<file path="config.mk">
export PLATFORM = sky130hd
export DESIGN_NAME = game_turn_ctrl
export DESIGN_NICKNAME = d
export VERILOG_FILES = /design/src/rtl/game_pkg.sv /design/src/rtl/turn_timer.sv /design/src/rtl/game_turn_ctrl.sv
export SDC_FILE = /design/constraint.sdc
export NUM_CORES = 1
export LEC_CHECK = 0
export CORE_MARGIN = 4
export CORE_UTILIZATION = 35
export DETAILED_ROUTE_END_ITERATION = 7
export DONT_BUFFER_PORTS = 1
export HOLD_SLACK_MARGIN = 0.15
export PLACE_DENSITY_LB_ADDON = 0.12
export SYNTH_ARGS = -nofsm -noshare
export SYNTH_HDL_FRONTEND = slang
export SYNTH_SLANG_ARGS = --single-unit
</file>
<file path="constraint.sdc">
create_clock -name clk -period 5 [get_ports clk]
set_input_delay 1.5 -clock clk [delete_from_list [all_inputs] [get_ports clk]]
set_output_delay 1.5 -clock clk [all_outputs]
set_load 0.02 [all_outputs]
</file>
<file path="src/rtl/game_pkg.sv">
// Shared types and width helper for the turn controller.
package game_pkg;

  typedef enum logic [2:0] {
    S_IDLE, S_WAIT, S_RAND, S_CHECK, S_COMMIT, S_WINCHK, S_NEXT, S_DONE
  } state_t;

  // Bits needed to hold values 0..n-1, never less than one.
  function automatic int width_of(input int n);
    return (n <= 2) ? 1 : $clog2(n);
  endfunction

endpackage

</file>
<file path="src/rtl/turn_timer.sv">
// Per-turn countdown: loads a fixed value, counts down while enabled, saturates at 0.
module turn_timer #(
  parameter int W        = 8,
  parameter int LOAD_VAL = 250
) (
  input  logic         clk,
  input  logic         rst,
  input  logic         load,
  input  logic         en,
  output logic [W-1:0] count,
  output logic         zero
);

  always_ff @(posedge clk) begin
    if (rst)                     count <= '0;
    else if (load)               count <= W'(LOAD_VAL);
    else if (en && count != '0)  count <= count - W'(1);
  end

  assign zero = (count == '0);

endmodule

</file>
<file path="src/rtl/game_turn_ctrl.sv">
// Turn sequencer: player move or timeout-forced random move, validation, commit, win check.
module game_turn_ctrl
  import game_pkg::*;
#(
  parameter  int NUM_PLAYERS    = 2,
  parameter  int TIMEOUT_CYCLES = 250,
  parameter  int MAX_MOVES      = 9,
  localparam int PW             = width_of(NUM_PLAYERS),
  localparam int TW             = width_of(TIMEOUT_CYCLES + 1),
  localparam int MW             = width_of(MAX_MOVES + 1)
) (
  input  logic          clk,
  input  logic          rst,
  input  logic          start,
  input  logic          move_ready,
  input  logic          chk_done,
  input  logic          chk_ok,
  input  logic          rand_done,
  input  logic          win_done,
  input  logic          win,
  output logic [PW-1:0] player,
  output logic [TW-1:0] time_left,
  output logic [MW-1:0] move_count,
  output logic          chk_req,
  output logic          rand_req,
  output logic          win_req,
  output logic          commit,
  output logic          game_over,
  output logic          tie
);

  state_t state, state_n;
  logic   tmr_load, tmr_en, tmr_zero;
  logic   board_full;

  assign board_full = (move_count == MW'(MAX_MOVES));

  turn_timer #(.W(TW), .LOAD_VAL(TIMEOUT_CYCLES)) u_timer (
    .clk   (clk),
    .rst   (rst),
    .load  (tmr_load),
    .en    (tmr_en),
    .count (time_left),
    .zero  (tmr_zero)
  );

  always_ff @(posedge clk) begin
    if (rst) state <= S_IDLE;
    else     state <= state_n;
  end

  always_comb begin
    state_n  = state;
    tmr_load = 1'b0;
    tmr_en   = 1'b0;
    case (state)
      S_IDLE, S_DONE: if (start) begin
        state_n  = S_WAIT;
        tmr_load = 1'b1;
      end
      // A committed move wins over an expiring timer; the timer freezes while checking.
      S_WAIT: begin
        if (move_ready)    state_n = S_CHECK;
        else if (tmr_zero) state_n = S_RAND;
        else               tmr_en  = 1'b1;
      end
      S_CHECK:  if (chk_done)  state_n = chk_ok ? S_COMMIT : S_WAIT;
      S_RAND:   if (rand_done) state_n = S_COMMIT;
      S_COMMIT: state_n = S_WINCHK;
      S_WINCHK: if (win_done)  state_n = (win || board_full) ? S_DONE : S_NEXT;
      S_NEXT: begin
        state_n  = S_WAIT;
        tmr_load = 1'b1;
      end
      default:  state_n = S_IDLE;
    endcase
  end

  always_ff @(posedge clk) begin
    if (rst) begin
      player     <= '0;
      move_count <= '0;
      tie        <= 1'b0;
    end else begin
      case (state)
        S_IDLE, S_DONE: if (start) begin
          player     <= '0;
          move_count <= '0;
          tie        <= 1'b0;
        end
        S_COMMIT: move_count <= move_count + MW'(1);
        S_WINCHK: if (win_done && !win && board_full) tie <= 1'b1;
        S_NEXT:   player <= (player == PW'(NUM_PLAYERS - 1)) ? '0 : player + PW'(1);
        default: ;
      endcase
    end
  end

  assign chk_req   = (state == S_CHECK);
  assign rand_req  = (state == S_RAND);
  assign win_req   = (state == S_WINCHK);
  assign commit    = (state == S_COMMIT);
  assign game_over = (state == S_DONE);

endmodule

</file>
After elaboration in Yosys (flattened, before gate mapping)
Cells that the tools add are included.
{ "totals": {"inputBits": 9, "regBits": 17, "output_inout_bits": 19, "elab_cells": 64} }
{ "classes": {"add_sub_neg": 3, "mux": 23, "reduce_logical": 18, "eq_ne": 14} }
{ "op_table": {"columns": ["operator", "n"], "rows": [
  ["$mux W3", 7],
  ["$pmux W3 S7", 1],
  ["$mux W8", 2],
  ["$eq A3 B3 Y1 const B", 4],
  ["$logic_not A8 Y1", 1],
  ["$mux W1", 8],
  ["$ne A2 B2 Y1 const B", 4],
  ["$pmux W4 S2", 1],
  ["$reduce_bool A2 Y1", 4],
  ["$reduce_bool A8 Y1", 1],
  ["$sub A8 B1 Y8 const B", 1],
  ["$eq A3 B2 Y1 const B", 2],
  ["$pmux W1 S2", 3],
  ["$reduce_and A5 Y1", 1],
  ["$add A4 B1 Y4 const B", 1],
  ["$eq A4 B4 Y1 const B", 1],
  ["$mux W4", 1],
  ["$reduce_and A2 Y1", 2],
  ["$reduce_or A2 Y1", 2],
  ["$eq A3 B1 Y1 const B", 1],
  ["$logic_and A1 B1 Y1", 3],
  ["$logic_not A3 Y1", 1],
  ["$ne A3 B3 Y1 const B", 1],
  ["$reduce_and A3 Y1", 1],
  ["other kinds (4)", 4]
]} }

Logic depth before layout (Yosys ltp)
{ "depth": {"ltp_word": 7, "depth_mapped": 7, "mapped_depth_nobuf": 6} }

Hierarchy
From an unflattened synthesis, not the netlist that was laid out.
{ "hier_totals": {"cells_unflattened": 134, "hier_area_um2": 1089.8} }
{ "modules_own_cells": {"columns": ["mod", "instances", "cells_each", "seq_area_each_um2", "area_per_inst_um2"], "rows": [
  ["game_turn_ctrl", 1, 79, 180.2, 596.8],
  ["turn_timer", 1, 55, 160.2, 493.0]
]} }

Worst setup path after synthesis
OpenSTA, ideal clock, no wires.
{ "synth_path": {"kind": "reg-to-output", "from": "register state[2]", "to": "output win_req", "required_ps": 3500, "arrival_time_ps": 1283, "setup_slack_ps": 2217, "path_stages_with_launch": 4, "path_buffers": 2, "cell_sequence": "dfxtp_1 > buf_2 > clkbuf_1 > nor3b_1"} }
{ "synth_between": {"elab_chain_cells": 1} }
{ "synth_rtl": {"columns": ["element", "line", "rtl"], "rows": [
  ["from (decl)", "game_turn_ctrl.sv:32", "state_t state, state_n;"],
  ["from (signal assigned)", "game_turn_ctrl.sv:49", "else state <= state_n;"],
  ["$eq A3 B3 Y1", "game_turn_ctrl.sv:101", "assign win_req = (state == S_WINCHK);"],
  ["to (decl)", "game_turn_ctrl.sv:26", "output logic win_req,"]
]} }
No other way between the ends.

Final worst setup path
{ "layout_path": {"from": "register state[2]", "to": "output commit"} }
{ "layout_between": {"elab_chain_cells": 1} }
{ "layout_rtl": {"columns": ["element", "line", "rtl"], "rows": [
  ["$eq A3 B3 Y1", "game_turn_ctrl.sv:102", "assign commit = (state == S_COMMIT);"],
  ["to (decl)", "game_turn_ctrl.sv:27", "output logic commit,"]
]} }
No other way between the ends.

==> impl_metrics.env <==
export IMPL_status="complete, no violations"
export IMPL_syn_instance_count=122
export IMPL_setup_viol=0
export IMPL_critPathMaxStageDelay_ps=710
export IMPL_ys_warn_count=0
export IMPL_fillers=297
export IMPL_rows=19
export IMPL_yosysTopAreaCellShare_pct=33.0
export IMPL_critical_path_top_delay_family="flip-flops"
export IMPL_design_area_um2=1060
export IMPL_crit_type="register to output port"
export IMPL_clk_root_buffer_cell="clkbuf_4"
export IMPL_place_port_buffers=0
export IMPL_synth_area_um2=1030
export IMPL_place_ws_ps=2130
export IMPL_arrival_ps=1710
export IMPL_place_inst=144
export IMPL_crit_chain="or3b_1, inv_1"
export IMPL_ys_seq_area_share_pct=33.0
export IMPL_yosysUniqueCellTypes=41
export IMPL_cp_num_buf_inv=1
export IMPL_cts_sinks=17
export IMPL_hold_violations=0
export IMPL_syn2layout_area_growth_pct=2.79
export IMPL_clk_path_buf_depth=2
export IMPL_synth_avg_cell_area_um2=8.46
export IMPL_maxCapViolations=0
export IMPL_fin_crit_ps=3210
export IMPL_drive_above_1_share_pct=5.98
export IMPL_die_width_um=62.3
export IMPL_grt_pass1_wl_mm=3.88
export IMPL_setup_tns_ps=0
export IMPL_antenna_left=0
export IMPL_finalNetCount=131
export IMPL_antenna_cells=0
export IMPL_topRoutingLayerUsed="met4"
export IMPL_timing_fmax_ghz=0.311
export IMPL_cts_htree_levels=1
export IMPL_drtPass1Iterations=4
export IMPL_clkLatencyLatePin_ps=300
export IMPL_routed_wl_met3_um=157
export IMPL_cts_made_buffers=3
export IMPL_post_dp_cell_area_um2=1030
export IMPL_synth_top_area_cell="dfxtp_1"
export IMPL_antenna_found_initial=0
export IMPL_power_density_nw_per_um2=520
export IMPL_grt_max_degree=19
export IMPL_synth_commonest_cells="dfxtp_1, a21oi_1, nor2_1, xor2_1"
export IMPL_grt_pass1_vias=809
export IMPL_rsz0062_at_grt="false"
export IMPL_clkTransAtPathRegs_ps=120
export IMPL_cp_end_kind="output port"
export IMPL_grt_ovfl_total=0
export IMPL_core_area_um2=2780
export IMPL_start_util_pct=37.1
export IMPL_leakagePower_nw=0.360
export IMPL_clock_skew_ps=14.0
export IMPL_ctsResizeCount=0
export IMPL_met2WireLength_mm=1.03
export IMPL_drc=0
export IMPL_track_usage_pct=12.0
export IMPL_crit_fanout=18
export IMPL_hold_class="register to register"
export IMPL_syn_nets=135
export IMPL_drt_vias_per_instance=5.76
export IMPL_routed_wl_mm=2.21
export IMPL_async_reset_ff_share_pct=0
export IMPL_slew_headroom_pct=54.2
export IMPL_netlist_top_cells_area="dfxtp_1, a21oi_1, xor2_1, ha_1, nor3b_1"
export IMPL_synth_edff_count=0
export IMPL_ios=28
export IMPL_vias=853
export IMPL_die_h_um=62.3
export IMPL_finalWorstSetupSlack_ps=1790
export IMPL_peakVddDrop_mv=0.332
export IMPL_yosysMostFrequentCell="dfxtp_1"
export IMPL_cp_slowest_cell="dfxtp_1"
export IMPL_ys_dominant_reg_cell="dfxtp_1"
export IMPL_hpwl_mm=1.61
export IMPL_worst_pin_slew_ps=686
export IMPL_final_cell_count_no_fill=148
export IMPL_start_kind="register"
export IMPL_die_area_um2=3880
export IMPL_cts_hold_buf=0
export IMPL_ys_seq_elements=17
export IMPL_wirelength_met1_mm=1.02
export IMPL_gp_congestion=0.735
export IMPL_min_period_over_period_pct=64.2
export IMPL_post_cts_setup_buffer_count=0
export IMPL_cts_tree="done"
export IMPL_slew_violations=0
export IMPL_wire_per_inst_um=14.9
export IMPL_initialDrtViolationCount=56
export IMPL_crit_required_ps=3500
==> placed cells by master (no fill, tap or decap), drive strengths merged, types with 2 or more instances in the layout <==
cell type and instances:
xor2 7, clkbuf 3, nand2 4, ha 4, nand2b 4, nor3 6, mux2i 3, inv 6
nand3 2, o21ai 4, a21oi 14, o211ai 3, o2111ai 3, nor2 9, nor3b 6, dfxtp 17
nand4 2
==> state kept, by name, indices dropped and copies added (netlist names) <==
signal,count
player,1
state,3
tie,1
u_timer.count,8
move_count,4
==> layer usage <==
| layer | GRT usage [%] | vias to the layer above |
|---|---|---|
| li1 | - | 429 |
| met1 | 15.2 | 397 |
| met2 | 19.2 | 25 |
| met3 | 5.05 | 2 |
| met4 | 2.39 | 0 |
| met5 | 0 | - |
==> worst paths after layout <==
kind,startpoint,to,slack [ps],depth (start not counted)
max,state[2]$_SDFFE_PP0P_,commit,1790,2
min,move_count[3]$_SDFFE_PP0P_,move_count[3]$_SDFFE_PP0P_,610,2
min reg2reg,move_count[3]$_SDFFE_PP0P_,move_count[3]$_SDFFE_PP0P_,610,2
max reg2reg,u_timer.count[0]$_SDFFE_PP0P_,u_timer.count[1]$_SDFFE_PP0P_,2880,6
==> worst min-delay path, cell delays in order, from the launching register on <==
cell,delay (ps)
dfxtp_1,420
nand3_1,100
a21oi_1,60
==> cells by family after synthesis <==
logic type               share of synthesized area, %
multiplexers                                     4.00
adder cells (fa/ha/maj)                          4.85
buffers and inverters                            5.82
flip-flops                                       33.0
AND/OR/NAND/NOR                                  27.4
AO/OA/AOI/OAI                                    18.2
XOR/XNOR                                         6.79
==> metrics by stage <==
step           total power [mW]  hold slack (ps)  util [%]
6_report                  0.552              613      38.1
5_1_grt                   0.604              650      38.1
4_1_cts                   0.558              617      38.1
3_5_place_dp              0.479              598      37.2
3_3_place_gp              0.473              588      37.2
2_1_floorplan             0.449              563         -
==> final cells by class <==
| cell class | count | area (um2) | share of cell area [%] |
|---|---|---|---|
| multi-input cells | 90 | 632 | 59.6 |
| flip-flops and latches | 17 | 340 | 32.1 |
| well taps | 31 | 38.8 | 3.66 |
| clock buffers | 3 | 22.5 | 2.12 |
| inverters | 6 | 22.5 | 2.12 |
| clock inverters | 1 | 5.00 | 0.472 |
==> report_power, final <==
| part | internal (mW) | total (mW) | switching, mW |
|---|---|---|---|
| sequential | 0.167 | 0.265 | 0.0978 |
| combinational | 0.0940 | 0.210 | 0.116 |
| clock | 0.0298 | 0.0777 | 0.0479 |
No activity file was read; power rests on OpenSTA's default activity.
